## config.mk

```make
export PLATFORM = sky130hd
export DESIGN_NAME = fifo_param
export DESIGN_NICKNAME = d
export VERILOG_FILES = /design/src/rtl/fifo_pkg.sv /design/src/rtl/fifo_ptr.sv /design/src/rtl/fifo_param.sv
export SDC_FILE = /design/constraint.sdc
export NUM_CORES = 1
export LEC_CHECK = 0
export ABC_CLOCK_PERIOD_IN_PS = 2600
export CORE_AREA = 4 4 83 85
export CTS_BUF_LIST = sky130_fd_sc_hd__clkbuf_8
export CTS_CLUSTER_DIAMETER = 50
export DETAILED_ROUTE_END_ITERATION = 6
export DIE_AREA = 0 0 87 89
export DONT_BUFFER_PORTS = 1
export PLACE_DENSITY = 0.48
export SLEW_MARGIN = 30
export SYNTH_ARGS = -nofsm -noshare
export SYNTH_HDL_FRONTEND = slang
export SYNTH_SLANG_ARGS = --single-unit
```

## constraint.sdc

```tcl
create_clock -name clk -period 2.6 [get_ports clk]
set_clock_uncertainty 0.1 [all_clocks]
set_input_delay 0.78 -clock clk [delete_from_list [all_inputs] [get_ports clk]]
set_output_delay 0.78 -clock clk [all_outputs]
set_load 0.02 [all_outputs]
```

## src/rtl/fifo_pkg.sv

```systemverilog
// Shared helpers for the parametrised FIFO: depth math and parameter legality.
package fifo_pkg;

  function automatic int clog2(input int value);
    int r;
    r = 0;
    for (int i = 0; i < 31; i++) begin
      if ((1 << r) < value) r = r + 1;
    end
    return r;
  endfunction

  function automatic int depth_of(input int depth_log2);
    return 1 << depth_log2;
  endfunction

  // Thresholds must be reachable by a count of 0..depth.
  function automatic bit params_ok(input int data_width, input int depth_log2,
                                   input int afull_thresh, input int aempty_thresh);
    return (data_width >= 1) && (depth_log2 >= 1) &&
           (clog2(depth_of(depth_log2)) == depth_log2) &&
           (afull_thresh >= 1) && (afull_thresh <= depth_of(depth_log2)) &&
           (aempty_thresh >= 0) && (aempty_thresh <= depth_of(depth_log2) - 1);
  endfunction

endpackage

```

## src/rtl/fifo_ptr.sv

```systemverilog
// Wrapping FIFO pointer; the extra MSB distinguishes full from empty.
module fifo_ptr #(
  parameter int W = 3
) (
  input  logic         clk,
  input  logic         reset,
  input  logic         inc,
  input  logic         clr,
  output logic [W-1:0] ptr
);

  logic [W-1:0] r_ptr;

  always_ff @(posedge clk or negedge reset) begin
    if (!reset) begin
      r_ptr <= '0;
    end else if (clr) begin
      r_ptr <= '0;
    end else if (inc) begin
      r_ptr <= r_ptr + W'(1);
    end
  end

  assign ptr = r_ptr;

endmodule

```

## src/rtl/fifo_param.sv

```systemverilog
// Synchronous FIFO with first-word fall-through output, occupancy flags, flush
// and sticky overflow/underflow errors.
module fifo_param
  import fifo_pkg::*;
#(
  parameter int DATA_WIDTH    = 8,
  parameter int DEPTH_LOG2    = 2,
  parameter int AFULL_THRESH  = 3,
  parameter int AEMPTY_THRESH = 1
) (
  input  logic                  clk,
  input  logic                  reset,
  input  logic [DATA_WIDTH-1:0] io_din,
  input  logic                  io_push,
  input  logic                  io_pop,
  input  logic                  io_flush,
  input  logic                  io_clr_err,
  output logic [DATA_WIDTH-1:0] io_dout,
  output logic                  io_empty,
  output logic                  io_full,
  output logic                  io_afull,
  output logic                  io_aempty,
  output logic [DEPTH_LOG2:0]   io_count,
  output logic                  io_overflow,
  output logic                  io_underflow
);

  localparam int DEPTH = depth_of(DEPTH_LOG2);
  localparam int W     = DEPTH_LOG2 + 1;
  localparam logic [W-1:0] LP_AFULL  = W'(AFULL_THRESH);
  localparam logic [W-1:0] LP_AEMPTY = W'(AEMPTY_THRESH);

  if (!params_ok(DATA_WIDTH, DEPTH_LOG2, AFULL_THRESH, AEMPTY_THRESH)) begin : g_bad_params
    $error("fifo_param: illegal DATA_WIDTH/DEPTH_LOG2/AFULL_THRESH/AEMPTY_THRESH");
  end

  logic [DATA_WIDTH-1:0] r_mem [DEPTH];
  logic [W-1:0]          w_rd_ptr;
  logic [W-1:0]          w_wr_ptr;
  logic [W-1:0]          w_count;
  logic                  w_empty;
  logic                  w_full;
  logic                  w_push_ok;
  logic                  w_pop_ok;
  logic                  r_overflow;
  logic                  r_underflow;

  assign w_empty   = (w_wr_ptr == w_rd_ptr);
  assign w_full    = (w_wr_ptr[W-2:0] == w_rd_ptr[W-2:0]) &&
                     (w_wr_ptr[W-1] != w_rd_ptr[W-1]);
  assign w_count   = w_wr_ptr - w_rd_ptr;
  // Flush wins over both requests: nothing is written and neither pointer moves.
  assign w_push_ok = io_push & ~w_full & ~io_flush;
  assign w_pop_ok  = io_pop & ~w_empty & ~io_flush;

  fifo_ptr #(.W(W)) u_wr_ptr (
    .clk   (clk),
    .reset (reset),
    .inc   (w_push_ok),
    .clr   (io_flush),
    .ptr   (w_wr_ptr)
  );

  fifo_ptr #(.W(W)) u_rd_ptr (
    .clk   (clk),
    .reset (reset),
    .inc   (w_pop_ok),
    .clr   (io_flush),
    .ptr   (w_rd_ptr)
  );

  always_ff @(posedge clk) begin
    if (w_push_ok) begin
      r_mem[w_wr_ptr[W-2:0]] <= io_din;
    end
  end

  // Set has priority over clear so a coinciding fault is never lost.
  always_ff @(posedge clk or negedge reset) begin
    if (!reset) begin
      r_overflow  <= 1'b0;
      r_underflow <= 1'b0;
    end else begin
      if (io_push & w_full & ~io_flush) begin
        r_overflow <= 1'b1;
      end else if (io_clr_err) begin
        r_overflow <= 1'b0;
      end
      if (io_pop & w_empty & ~io_flush) begin
        r_underflow <= 1'b1;
      end else if (io_clr_err) begin
        r_underflow <= 1'b0;
      end
    end
  end

  assign io_dout      = r_mem[w_rd_ptr[W-2:0]];
  assign io_empty     = w_empty;
  assign io_full      = w_full;
  assign io_afull     = (w_count >= LP_AFULL);
  assign io_aempty    = (w_count <= LP_AEMPTY);
  assign io_count     = w_count;
  assign io_overflow  = r_overflow;
  assign io_underflow = r_underflow;

endmodule

```

==> impl_metrics.py, run 1 <==
metrics = {
    "cts": {
        "cts-buffers-inserted": 5,
        "numClockSinks": 40,
        "clk_latency_ns": 0.29,
        "cts_root_buffer": "clkbuf_8",
        "cts_buffer_depth": 2,
        "path_clk_slew_ns": 0.08,
        "h-tree-depth": 2,
        "cts_hold_buf": 0,
        "cts_tree": "done",
    },
    "route": {
        "vias": 1040,
        "drtIter0Drc": 32,
        "wl_per_cell_um": 16.9,
        "drt_first_pass_iters": 4,
        "drc": 0,
        "wirelength_um": 3550,
        "drtAntennaViolNets": 0,
        "avgViaCountPerCell": 4.95,
    },
    "placement": {
        "port_buffers": 0,
        "placed_cells": 200,
        "dpl.hpwl_um": 2510,
        "globalplace.congestion": 0.787,
    },
    "cells_and_area": {
        "fin_util": 0.340,
        "layout_common_cells": "edfxtp_1, buf_4, nand3_1",
        "diodes": 0,
        "final_nets": 154,
        "layout-drive-gt1-share": 0.263,
        "layout_commonest_cell": "edfxtp_1",
        "nFillCells": 599,
        "syn2layout_area_growth_pct": 16.0,
        "final-instance-count-excl-fill": 210,
    },
    "worst_setup_path": {
        "cp_slowest_cell": "dfrtp_1",
        "cp_num_buf_inv": 3,
        "timing.rr.start": "u_wr_ptr.ptr[1]",
        "required_ns": 1.72,
        "end_kind": "output port",
        "crit_top_cell": "inv_2",
        "worstSetupPathType": "reg -> out",
        "cp-start-kind": "flop",
        "arrival_ns": 1.69,
        "crit_fanout": 3,
        "critical-path-max-stage-delay_ns": 0.40,
        "cp_cell_sequence": "inv_2 -> ha_4 -> inv_2 -> fa_2 -> xnor2_2 -> nor2_1 -> buf_4",
        "setup.worst_path.start": "u_wr_ptr.ptr[0]",
        "cp_top_family": "adder cells",
    },
    "synthesis": {
        "yosys.area_share.simple": 0.118,
        "yosys_register_bits": 40,
        "netlist_area_um2": 1820,
        "syn_nets": 142,
        "synth_xor_area_frac": 0.0144,
        "muxShareOfSynthArea": 0.0990,
        "yosys_warnings": 0,
        "synth_compound_area_frac": 0.0420,
        "syn_inst": 120,
        "synth_top_area_frac": 0.528,
        "synth_top_cell_by_area": "edfxtp_1",
        "ys_types": 30,
        "synth_top_family_by_area": "simple AND/OR/NAND/NOR gates",
        "postSynthAreaPerCell_um2": 15.2,
        "synth_edf_count": 32,
        "ys_seq_area_frac": 0.638,
        "synth.area.top_cells": "edfxtp_1, dfrtp_1, mux4_2, ha_1, nand3_1",
        "synth_fa_ha_area_frac": 0.0591,
        "synthArstFlopShare": 0.200,
        "synth_ff_type": "edfxtp_1",
    },
    "sta": {
        "fin_crit_sh": 0.989,
        "max_freq_ghz": 0.389,
        "slew_headroom": 0.559,
        "setup_violations": 0,
        "final_max_slew_viol_count": 0,
        "finalHoldViolations": 0,
        "worst_slew_pin_slew_ns": 0.656,
        "rsz0062_at_grt": "yes",
        "fin_crit_ns": 2.57,
    },
    "floorplanning": {
        "start_util": 0.293,
        "die_h_um": 89,
        "die_area_um2": 7740,
        "rows": 29,
        "io_pins": 31,
        "core_um2": 6200,
        "fp.dieW_um": 87,
    },
    "global_routing": {
        "grt_pass1_wl_um": 5800,
        "grt_usage": 0.102,
        "antenna_found_initial": 0,
        "grt_max_degree": 17,
        "gr-total-overflow": 0,
        "grt_pass1_vias": 1106,
    },
    "power": {
        "p_sw_frac": 0.372,
        "p_per_area_nw_per_um2": 1100,
        "p_leak_nw": 0.744,
        "internal_power_mw": 1.46,
        "p_seq_frac": 0.353,
        "switching_power_uw": 867,
        "clkPwrFrac": 0.219,
        "pwr-share-comb": 0.429,
        "ir_worst_vdd_v": 0.000778,
    },
    "run_status": {
        "status": "finished clean",
    },
    "hold_path": {
        "hold_path_class": "in -> async",
    },
    "job": {
        "drv_cap": 0,
    },
}
==> worst register-to-register path: cells and delay by family (launching register included) <==
family	cells	cell delay, ns
adder cells (fa/ha/maj)	1	0.37
flip-flops	1	0.47
AND/OR/NAND/NOR	2	0.66
AO/OA/AOI/OAI	1	0.27
==> worst paths after layout <==
kind	end	slack, ns	cells past startpoint
worst max register to register	r_mem[2][0]	0.37	4
worst max-delay path	io_aempty	0.03	7
worst min-delay path	u_wr_ptr.ptr[1]	0.07	0
worst min register to register	io_underflow	0.54	2
max in group asynchronous	u_rd_ptr.ptr[1]	2.26	0
min in group clk	u_rd_ptr.ptr[2]	0.44	1
==> synth_stat cells, types with 2 or more instances <==
cell and instances:
nand3_1 9, nand4b_1 2, clkbuf_1 4, and2_1 5
a31oi_1 6, xnor2_1 2, mux4_2 8, edfxtp_1 32
nor2b_1 2, nor2_1 5, ha_1 7, dfrtp_1 8
nor3b_1 4, inv_1 7, nand2_1 3, or4_1 2
==> metal layers <==
metal / global-route usage / part of all wire / vias to the layer above
met4: 0.0467 / 0.016 / 0
met5: 0 / 0 / -
met1: 0.116 / 0.42 / 518
met3: 0.0359 / 0.077 / 7
met2: 0.172 / 0.49 / 34
li1: - / - / 481
==> state kept, by name, indices dropped and copies added, names as in the netlist <==
name and cells:
io_overflow 1, io_underflow 1, r_mem 32, u_rd_ptr.ptr 3, u_wr_ptr.ptr 3
==> logic make-up after synthesis <==
| family | Yosys count |
|---|---|
| xor gates and xnor gates | 3 |
| buffers and inverters | 13 |
| DFF | 40 |
| and+or+nand+nor | 37 |
| AOI/OAI and AO/OA | 11 |
| adders and majority gates | 8 |
| muxes | 8 |
==> final cells by class <==
type,count,area [µm²],area share
multi-input combinational,67,629,0.298
clock inverter,3,46.3,0.0219
tap,77,96.3,0.0456
sequential,40,1160,0.550
timing repair buffer,11,82.6,0.0391
clock buffer,5,68.8,0.0326
inverter,7,26.3,0.0124
==> timing repair <==
item,4_1_cts,5_1_grt
gates resized for setup,2,4
pin swaps,2,1
setup buffers,2,0
hold endpoints to repair,0,0
setup endpoints to repair,6,5
==> stage by stage <==
stage	total power [mW]	area [µm²]	setup TNS, ns	setup WS (ns)	hold WS, ns
2_1_floorplan	1.53	1830	0	0.0888	0.384
3_3_place_gp	1.77	1960	0	0.188	0.385
3_5_place_dp	1.79	1960	0	0.157	0.385
4_1_cts	2.34	2100	-0.0207	-0.0207	0.0609
5_1_grt	2.48	2110	-0.180	-0.0934	0.0491
6_report	2.33	2110	0	0.0288	0.0731
==> power groups by stage <==
stage          combinational (mW)  clock (mW)  sequential, mW
3_5_place_dp                0.948           0           0.839
5_1_grt                      1.09       0.559           0.832
6_report                    0.999       0.510           0.822
4_1_cts                     0.986       0.530           0.821
2_1_floorplan               0.699           0           0.829
3_3_place_gp                0.932           0           0.835
(Power assumes the default switching activity.)
==> inputs of run 2 (changes only) <==
CORE_AREA = 2 2 81 83   (was 4 4 83 85)
DIE_AREA = 0 0 83 85   (was 0 0 87 89)
RECOVER_POWER = 50   (was unset)
==> impl_metrics.py, run 2 (same netlist as run 1, synthesis figures left out) <==
metrics = {
    "run_status": {
        "status": "finished clean",
    },
    "floorplanning": {
        "fp.dieW_um": 83,
        "rows": 29,
        "start_util": 0.293,
        "core_um2": 6200,
        "io_pins": 31,
        "die_area_um2": 7060,
        "die_h_um": 85,
    },
    "cells_and_area": {
        "syn2layout_area_growth_pct": 16.9,
        "layout-drive-gt1-share": 0.259,
        "design_area_um2": 2130,
        "final_nets": 156,
        "layout_commonest_cell": "edfxtp_1",
        "nFillCells": 608,
        "final-instance-count-excl-fill": 212,
        "largest_reg_flops": 32,
        "fin_util": 0.343,
        "layout_common_cells": "edfxtp_1, buf_4, nand3_1",
        "diodes": 0,
    },
    "route": {
        "wirelength_um": 3500,
        "drtAntennaViolNets": 0,
        "wl_per_cell_um": 16.5,
        "drt_first_pass_iters": 3,
        "vias": 1039,
        "drtIter0Drc": 30,
        "avgViaCountPerCell": 4.90,
        "drc": 0,
    },
    "global_routing": {
        "grt_pass1_wl_um": 5840,
        "antenna_found_initial": 0,
        "gr-total-overflow": 0,
        "grt_pass1_vias": 1155,
        "grt_max_degree": 17,
        "grt_usage": 0.107,
    },
    "cts": {
        "cts_buffer_depth": 2,
        "cts_root_buffer": "clkbuf_8",
        "cts_hold_buf": 0,
        "numClockSinks": 40,
        "clk_latency_ns": 0.29,
        "path_clk_slew_ns": 0.08,
        "cts_tree": "done",
        "h-tree-depth": 2,
        "cts-buffers-inserted": 5,
    },
    "placement": {
        "placed_cells": 202,
        "globalplace.congestion": 0.763,
        "dpl.hpwl_um": 2490,
        "placed_cell_area_um2": 1980,
        "port_buffers": 0,
    },
    "sta": {
        "finalHoldViolations": 0,
        "fin_crit_sh": 0.993,
        "max_freq_ghz": 0.387,
        "fin_crit_ns": 2.58,
        "worst_slew_pin_slew_ns": 0.482,
        "whs_ns": 0.0756,
        "rsz0062_at_grt": "yes",
        "slew_headroom": 0.679,
        "setup_violations": 0,
        "final_max_slew_viol_count": 0,
    },
    "worst_setup_path": {
        "cp-start-kind": "flop",
        "crit_fanout": 3,
        "worstSetupPathType": "reg -> out",
        "required_ns": 1.72,
        "end_kind": "output port",
        "arrival_ns": 1.70,
    },
    "power": {
        "p_per_area_nw_per_um2": 1110,
        "p_leak_nw": 0.756,
        "p_total_mw": 2.36,
        "ir_worst_vdd_v": 0.000961,
    },
    "hold_path": {
        "hold_path_class": "in -> async",
    },
    "job": {
        "drv_cap": 0,
    },
}
## run 2: critical path: stages (launching register included)
cell and delay [ns]:
dfrtp_1 0.40, inv_2 0.09, ha_4 0.14, inv_2 0.03, fa_2 0.34, xnor2_2 0.16, nor2_1 0.11, buf_4 0.15
## run 2: final timing paths
| check | cells after the start | from | slack (ns) | end |
|---|---|---|---|---|
| worst min-delay path | 0 | reset | 0.08 | u_wr_ptr.ptr[2] |
| worst min register to register | 2 | u_rd_ptr.ptr[2] | 0.53 | u_rd_ptr.ptr[2] |
| worst max register to register | 4 | u_wr_ptr.ptr[1] | 0.34 | r_mem[0][0] |
| min in group clk | 1 | io_flush | 0.44 | u_rd_ptr.ptr[2] |
| worst max-delay path | 7 | u_wr_ptr.ptr[0] | 0.02 | io_aempty |
| max in group asynchronous | 0 | reset | 2.25 | u_rd_ptr.ptr[1] |
## run 2: repair_timing
| item | 4_1_cts | 5_1_grt |
|---|---|---|
| setup endpoints to repair | 4 | 2 |
| pin swaps | 1 | 0 |
| setup buffers | 2 | 0 |
| cloned | 0 | 0 |
| hold endpoints to repair | 0 | 0 |
| gates resized for setup | 2 | 3 |
## run 2: area by class of cell
cell class                 count  area (µm²)  area share
clock buffer                   6        82.6      0.0388
clock inverter                 2        38.8      0.0182
inverter                       7        26.3      0.0124
multi-input combinational     67         627       0.295
sequential                    40        1160       0.546
tap                           77        96.3      0.0453
timing repair buffer          13        93.8      0.0441
## run 2: metal layers
metal,share of wire,routed length (µm),track usage,up-vias
met1,0.44,1540,0.124,516
met4,0.0089,31,0.0283,0
li1,-,-,-,484
met2,0.48,1690,0.183,35
met3,0.069,240,0.0438,4
met5,0,0,0,-
## run 2: per-stage QoR
| step | setup TNS [ns] | setup slack (ns) |
|---|---|---|
| 4_1_cts | 0 | 0.0117 |
| 2_1_floorplan | 0 | 0.0888 |
| 5_1_grt | -0.0885 | -0.0628 |
| 6_report | 0 | 0.0175 |
| 3_3_place_gp | 0 | 0.182 |
| 3_5_place_dp | 0 | 0.135 |
## run 2: where the power goes
part	total (mW)	internal [mW]	switching [mW]
clock network	0.528	0.314	0.214
registers	0.823	0.774	0.0488
logic	1.01	0.405	0.601
total	2.36	1.49	0.863
